**src/rtl/ffq_round_ctrl.sv**
```systemverilog
// Quiz-master round controller: arms the buzzer, decodes its 7-segment output
// into a winning player, times the answer window and keeps per-player scores.
module ffq_round_ctrl #(
    parameter int ANS_CYCLES = 50,
    parameter int SCORE_W    = 4
) (
    input  logic                 clk,
    input  logic                 rst_n,
    input  logic                 start,
    input  logic                 judge_ok,
    input  logic                 judge_bad,
    input  logic [6:0]           seg_in,
    output logic                 en,
    output logic [2:0]           winner,
    output logic                 busy,
    output logic [4*SCORE_W-1:0] scores,
    output logic [7:0]           round_cnt,
    output logic                 timeout,
    output logic                 seg_err
);

    typedef enum logic [1:0] {IDLE, ARM, ANSWER} state_t;
    typedef enum logic [1:0] {SEG_BLANK, SEG_PLAYER, SEG_ILLEGAL} seg_kind_t;

    localparam logic [15:0]        TIMER_LOAD = 16'(ANS_CYCLES - 1);
    localparam logic [SCORE_W-1:0] SCORE_MAX  = {SCORE_W{1'b1}};

    // ------------------------------------------------------------------
    // Input conditioning: 2-flop synchronizer plus a compare stage
    // ------------------------------------------------------------------
    logic [6:0] s1, s2, s3;
    logic       stable;

    // NOTE: sequential state uses non-blocking assignments so every flop
    // samples the pre-edge value of its neighbour; blocking here would
    // collapse the synchronizer chain into a single stage.
    always_ff @(posedge clk or negedge rst_n) begin
        if (!rst_n) begin
            s1 <= '0;
            s2 <= '0;
            s3 <= '0;
        end else begin
            s1 <= seg_in;
            s2 <= s1;
            s3 <= s2;
        end
    end

    assign stable = (s2 == s3);

    // ------------------------------------------------------------------
    // Segment decode of the filtered pattern
    // ------------------------------------------------------------------
    seg_kind_t  seg_kind;
    logic [2:0] seg_player;

    // NOTE: every output of a combinational block gets a default first, so no
    // path through the case can leave a value unassigned and infer a latch.
    always_comb begin
        seg_kind   = SEG_ILLEGAL;
        seg_player = 3'd0;
        case (s3)
            7'b0000000: seg_kind = SEG_BLANK;
            7'b0000110: begin seg_kind = SEG_PLAYER; seg_player = 3'd1; end
            7'b1011011: begin seg_kind = SEG_PLAYER; seg_player = 3'd2; end
            7'b1001111: begin seg_kind = SEG_PLAYER; seg_player = 3'd3; end
            7'b1100110: begin seg_kind = SEG_PLAYER; seg_player = 3'd4; end
            default:    seg_kind = SEG_ILLEGAL;
        endcase
    end

    // ------------------------------------------------------------------
    // Round FSM
    // ------------------------------------------------------------------
    state_t      state, state_nxt;
    logic [15:0] timer, timer_nxt;
    logic        clear_winner, load_winner, score_inc, round_done;
    logic        timeout_nxt, seg_err_nxt;
    logic        err_hit, err_prev;
    logic [6:0]  err_pat;

    // An illegal pattern held steady reports once, not on every cycle it stays.
    assign err_hit = (state == ARM) && stable && (seg_kind == SEG_ILLEGAL);

    always_ff @(posedge clk or negedge rst_n) begin
        if (!rst_n) begin
            state <= IDLE;
        end else begin
            state <= state_nxt;
        end
    end

    always_comb begin
        state_nxt    = state;
        timer_nxt    = timer;
        clear_winner = 1'b0;
        load_winner  = 1'b0;
        score_inc    = 1'b0;
        round_done   = 1'b0;
        timeout_nxt  = 1'b0;
        seg_err_nxt  = 1'b0;
        case (state)
            IDLE: begin
                if (start) begin
                    state_nxt    = ARM;
                    clear_winner = 1'b1;
                end
            end
            ARM: begin
                if (stable && seg_kind == SEG_PLAYER) begin
                    load_winner = 1'b1;
                    timer_nxt   = TIMER_LOAD;
                    state_nxt   = ANSWER;
                end else if (err_hit && !(err_prev && err_pat == s3)) begin
                    seg_err_nxt = 1'b1;
                end
            end
            ANSWER: begin
                timer_nxt = timer - 16'd1;
                if (judge_bad) begin
                    state_nxt = IDLE;
                end else if (judge_ok) begin
                    score_inc = 1'b1;
                    state_nxt = IDLE;
                end else if (timer == 16'd0) begin
                    timeout_nxt = 1'b1;
                    state_nxt   = IDLE;
                end
                if (state_nxt == IDLE) begin
                    round_done = 1'b1;
                    timer_nxt  = '0;
                end
            end
            default: state_nxt = IDLE;
        endcase
    end

    // ------------------------------------------------------------------
    // Registered outputs and datapath
    // ------------------------------------------------------------------
    logic [SCORE_W-1:0] score_q [4];

    always_ff @(posedge clk or negedge rst_n) begin
        if (!rst_n) begin
            en        <= 1'b1;
            busy      <= 1'b0;
            winner    <= 3'd0;
            timer     <= '0;
            timeout   <= 1'b0;
            seg_err   <= 1'b0;
            err_prev  <= 1'b0;
            err_pat   <= '0;
            round_cnt <= 8'd0;
        end else begin
            en       <= (state_nxt == IDLE);
            busy     <= (state_nxt != IDLE);
            timer    <= timer_nxt;
            timeout  <= timeout_nxt;
            seg_err  <= seg_err_nxt;
            err_prev <= err_hit;
            err_pat  <= s3;
            if (clear_winner) begin
                winner <= 3'd0;
            end else if (load_winner) begin
                winner <= seg_player;
            end
            if (round_done) begin
                round_cnt <= round_cnt + 8'd1;
            end
        end
    end

    // NOTE: the score bank is four small registers, not a RAM, so it is reset
    // with the rest of the state; a mid-round reset must clear the scores.
    always_ff @(posedge clk or negedge rst_n) begin
        if (!rst_n) begin
            for (int p = 0; p < 4; p++) begin
                score_q[p] <= '0;
            end
        end else begin
            for (int p = 0; p < 4; p++) begin
                if (score_inc && winner == 3'(p + 1) && score_q[p] != SCORE_MAX) begin
                    score_q[p] <= score_q[p] + SCORE_W'(1);
                end
            end
        end
    end

    always_comb begin
        scores = '0;
        for (int p = 0; p < 4; p++) begin
            scores[p*SCORE_W +: SCORE_W] = score_q[p];
        end
    end

endmodule

```
**config.mk**
```make
export PLATFORM = sky130hd
export DESIGN_NAME = ffq_round_ctrl
export DESIGN_NICKNAME = d
export VERILOG_FILES = /design/src/rtl/ffq_round_ctrl.sv
export SDC_FILE = /design/constraint.sdc
export NUM_CORES = 1
export LEC_CHECK = 0
export ABC_CLOCK_PERIOD_IN_PS = 2500
export CORE_MARGIN = 1
export CORE_UTILIZATION = 45
export DETAILED_ROUTE_END_ITERATION = 7
export GPL_TIMING_DRIVEN = 0
export PLACE_DENSITY = 0.77
export SLEW_MARGIN = 15
export SYNTH_ARGS = -nofsm -noshare
export SYNTH_HDL_FRONTEND = slang
export SYNTH_SLANG_ARGS = --single-unit
```
**constraint.sdc**
```tcl
create_clock -name clk -period 2.5 [get_ports clk]
set_clock_uncertainty 0.2 [all_clocks]
set_input_delay 0.5 -clock clk [delete_from_list [all_inputs] [get_ports clk]]
set_output_delay 0.5 -clock clk [all_outputs]
set_load 0.01 [all_outputs]
```
# Yosys cells after proc, flatten, opt, wreduce, memory -nomap -nowiden
# Index checks and enable logic that the tools add are counted.
word_totals:
  inputBits: 12
  ff_bits: 78
  wordCells: 96
  out_inout_bits: 31
classes:
  n_reduce_logical: 24
  n_eq_ne: 19
  n_mux: 30
  add_sub_neg: 6
op_table:
  columns: ["operator", "count"]
  rows:
  - ["$mux 16", 2]
  - ["$pmux 16 s2", 1]
  - ["$eq 7x7->1 const B", 3]
  - ["$add 4x1->4 const B", 4]
  - ["$logic_not 16->1", 1]
  - ["$mux 1", 16]
  - ["$ne 4x4->1 const B", 4]
  - ["$sub 16x1->16 const B", 1]
  - ["$eq 7x7->1", 2]
  - ["$logic_and 1x1->1", 13]
  - ["$mux 2", 6]
  - ["$pmux 3 s4", 1]
  - ["$add 8x1->8 const B", 1]
  - ["$eq 7x3->1 const B", 1]
  - ["$logic_not 7->1", 1]
  - ["$eq 3x2->1 const B", 2]
  - ["$logic_not 2->1", 3]
  - ["$mux 3", 2]
  - ["$pmux 2 s3", 1]
  - ["$reduce_bool 2->1", 3]
  - ["$eq 2x1->1 const B", 2]
  - ["$eq 2x2->1 const B", 2]
  - ["$pmux 2 s2", 1]
  - ["$reduce_or 4->1", 1]
  - ["other kinds (5)", 5]

# Longest topological paths before layout
depth:
  word_depth: 9
  mapped_depth: 8
  mapped_depth_nobuf: 7

# Worst setup path after synthesis
# Ideal clock, no wire load.
synth_path:
  path_type: "reg-to-reg"
  startpoint: "register timer[0]"
  endpoint: "register timer[14]"
  arrival_time_ps: 1746
  n_path_buf: 0
  synth_period_minus_slack_ps: 2064
  stages_incl_launch_ff: 8
  setup_slack_ps: 436
  cell_sequence: "dfrtp_1 inv_1 ha_1 nor3b_1 and3_1 nand2_1 a22o_1 a21o_1"
synth_via:
  elab_chain_len: 8
  word_cells_on_any_way: 9
  cone_classes: "add/sub (1); mux (6); reduce/logical (2)"
synth_rtl:
  columns: ["item", "line", "rtl"]
  rows:
  - ["start: declaration", "76", "logic [15:0] timer, timer_nxt;"]
  - ["start signal: assignment", "157", "timer <= timer_nxt;"]
  - ["$logic_not 16->1", "125", "end else if (timer == 16'd0) begin"]
  - ["$mux 2", "125", null]
  - ["$mux 2", "122", "end else if (judge_ok) begin"]
  - ["$mux 2", "120", "if (judge_bad) begin"]
  - ["$mux 2", "102", "case (state)"]
  - ["$logic_not 2->1", "129", "if (state_nxt == IDLE) begin"]
  - ["$mux 16 (*)", "129", null]
  - ["$pmux 16 s2 (*)", "102", null]
# Every way passes the cells marked *; elsewhere a longest branch is shown, timed or not. The select of a mux whose other input is x is not followed.
# A chain may end at the register's enable or synchronous reset.

# Final worst setup path
layout_path:
  startpoint: "register timer[0]"
  endpoint: "register timer[11]"
# The elaborated chain is that of the path after synthesis.

==> impl_metrics.yaml <==
status:
  outcome: "finished clean"
detailed_routing:
  drcViolationCount: 0
  drt_first_pass_iters: 4
  drt.antenna.violating_nets: 0
  route.detailed.vias_per_inst: 5.31
  post_dr_wirelength_cell_um: 14.5
  route.final.wire_length_um: 6620
  route.vias.total: 2418
  drt_iter0_markers: 139
global_routing:
  grt_first_pass_wirelength_um: 11100
  grt_antenna_before_repair: 0
  globalRouteOverflowTotal: 0
  grt_start_max_net_pins: 55
  grtUsageTotal: 0.176
  number_of_global_route_vias_before_repair: 2350
sta:
  rsz0062_at_grt: "no"
  min_period_ns: 2.25
  timing_hold_violations_final: 0
  setup_violations: 0
  final.hold.worst_slack_ns: 0.154
  fin_crit_sh: 0.902
  timing.slew.headroom: 0.670
  worst-slew-pin-transition_ns: 0.491
  timing.fmax_mhz: 444
  final_slew_violations: 0
synth:
  synth_cell_type_count: 55
  postSynth.topFlopCell: "dfrtp_1"
  syn-num-nets: 315
  synth-async-reset-ratio: 1.00
  synth_area_per_cell_um2: 11.8
  synth-edff-count: 0
  synth-seq-area-share: 0.560
  netlist_area_um2: 3490
  yosys_warnings: 0
  postSynthRegisterBits: 78
  post_synth_inst_count: 296
finish:
  final_core_util: 0.579
  antenna_cells: 0
  layout-drive-gt1-share: 0.152
  nets: 370
  syn2layout_area_growth_pct: 22.4
  instances_no_fill: 455
  most-common-layout-cells: "dfrtp_1, clkdlybuf4s50_1, nand2_1, xnor2_1, nand3_1"
  fillerInstances: 605
  finish.instance_area_um2: 4270
  mostFrequentLayoutCell: "dfrtp_1"
power_and_ir_drop:
  finalPower_mw: 2.36
  peak_ir_drop_on_the_vdd_network_mv: 0.493
  p_leak_nw: 1.84
  power-per-cell-area_nw_per_um2: 553
worst_setup_path:
  timing.critical_path.arrival_ns: 2.29
  critical_path.reg2reg.endpoint: "timer[11]$_DFFE_PN0P_"
  cpPeakStageDelay_ns: 0.43
  timing.reg2reg.setup_slack_ns: 0.25
  criticalPathCategory: "reg -> reg"
  reg2reg_depth: 8
  critical-path-slowest-cell: "dfrtp_1"
  path_cells: "inv_1, ha_1, nor4b_2, nand4_2, nand2b_4, buf_4, nor4_2, a211o_1"
  wp_data_required_ns: 2.54
  worstSetupStartpointType: "register"
  timing.critical_path.to_type: "register"
  worst-path-max-fanout: 10
  ff_to_ff_start: "timer[0]$_DFFE_PN0P_"
clock_network:
  clock_tree_from_tritoncts: "done"
  clkTransAtPathRegs_ns: 0.08
  cts_inserted_buffers: 9
  post-cts-setup-buffers: 0
  clock_latency_late_sink_ns: 0.36
  cts_max_level: 3
  clk_path_buf_depth: 2
  cts.root.buffer_cell: "clkbuf_8"
  cts_sinks: 78
floorplanning:
  start_util: 0.473
  floorplan.rows: 31
  placeableCoreArea_um2: 7370
  chipHeight_um: 90.0
  ios: 43
  die_x_um: 90.0
  die_area_um2: 8100
flow_run:
  drv_cap: 0
min_path:
  hold-path-cell-count: 0
  timing.hold.worst.class: "reg -> reg"
  min-delay-start: "s1[5]$_DFF_PN0_"
  hold_end: "s2[5]$_DFF_PN0_"
placed_design:
  dp_cells: 438
  placed_cell_area_um2: 4060
  port_buffers: 42
  routabilityCongestion: 0.772
  hpwl_um: 4620
-- per-stage QoR --
step,setup WS [ns],TNS (ns)
after floorplan,0.436,0
after global placement,-1.93,-150.01
after detailed placement,-0.233,-0.906
after CTS,0.0331,0
after global routing,0.124,0
final,0.246,0
-- layer usage --
metal  part of all wire  global-route usage  wire [um]  vias up
li1                   -                   -          -     1158
met1               0.48               0.232       3190     1201
met2               0.46               0.261       3050       50
met3              0.038              0.0584        252        9
met4              0.018              0.0820        122        0
met5                  0                   0          0        -
-- logic make-up (layout without fill, tap and decap cells) --
group | after synthesis | after routing | synth area share
simple gates | 117 | 117 | 0.208
fa+ha+maj | 7 | 7 | 0.0251
compound gates | 38 | 38 | 0.0757
mux | 6 | 6 | 0.0187
buf+inv | 15 | 75 | 0.0240
flops | 78 | 78 | 0.560
xor+xnor | 35 | 35 | 0.0879
-- layout make-up --
class,instances,area [um2],area share
well taps,99,124,0.0290
flip-flops and latches,78,1950,0.458
multi-input cells,203,1460,0.342
repair buffers,44,455,0.107
clock buffers,9,124,0.0290
plain buffers,11,68.8,0.0161
clock inverters,7,65.1,0.0153
inverters,4,15.0,0.00352
-- critical path: cells and delay by family, from the launching register on --
kind | cells | cell delay, ns
AND/OR/NAND/NOR | 4 | 0.79
flip-flops | 1 | 0.43
buffers and inverters | 2 | 0.33
AO/OA/AOI/OAI | 1 | 0.23
adder cells (fa/ha/maj) | 1 | 0.16
-- repair_timing --
| action | 4_1_cts | 5_1_grt |
|---|---|---|
| endpoints found under the hold margin | 24 | 0 |
| setup endpoints to repair | 0 | 3 |
| gates resized for setup | 0 | 2 |
| hold buffers | 1 | 0 |
-- cells in the mapped netlist, types with 2 or more instances --
library cell  instances  area share
dfrtp_1              77        0.55
nand2_1              30       0.032
xnor2_1              24       0.060
nand3_1              20       0.029
a21oi_1              11       0.016
xor2_1               11       0.028
nand4_1              10       0.018
nor2_1                9      0.0097
buf_2                 7       0.010
ha_1                  7       0.025
nor3_1                7       0.010
and3_1                5      0.0090
o21ai_0               5      0.0072
inv_1                 4      0.0043
mux2_2                4       0.013
nand2b_1              4      0.0072
a21o_1                3      0.0065
a31o_2                3      0.0075
nor2b_1               3      0.0054
nor4_4                3       0.018
or3_1                 3      0.0054
a2bb2oi_1             2      0.0050
and2_1                2      0.0036
and4b_1               2      0.0057
buf_6                 2      0.0065
mux2i_1               2      0.0057
nor3b_1               2      0.0043
nor4_1                2      0.0036
nor4_2                2      0.0072
nor4b_1               2      0.0050
o21ai_1               2      0.0029
o31a_1                2      0.0050
or3_4                 2      0.0065
-- power breakdown --
group	internal [mW]	switching, mW
sequential	1.30	0.0282
clock	0.378	0.504
combinational	0.0718	0.0806
total	1.75	0.612
-- sequential cells by signal, indices dropped and copies added (netlist names), 2 cells and up --
| signal | flops |
|---|---|
| timer | 16 |
| s2 | 7 |
| round_cnt | 8 |
| s3 | 7 |
| winner | 3 |
| err_pat | 7 |
| scores | 16 |
| state | 2 |
| s1 | 7 |
-- worst max path at each step --
stage / startpoint / to / slack [ns] / cells after the start
after floorplan: timer[0]$_DFFE_PN0P_ / timer[14]$_DFFE_PN0P_ / 0.44 / 7
after global placement: rst_n / timer[0]$_DFFE_PN0P_ / -1.93 / 1
after detailed placement: judge_bad / scores[5]$_DFFE_PN0P_ / -0.23 / 4
after CTS: timer[0]$_DFFE_PN0P_ / timer[14]$_DFFE_PN0P_ / 0.03 / 7
after global routing: timer[0]$_DFFE_PN0P_ / timer[11]$_DFFE_PN0P_ / 0.12 / 8
final: timer[0]$_DFFE_PN0P_ / timer[11]$_DFFE_PN0P_ / 0.25 / 8
Note: power is estimated with default switching activity, not from simulation.
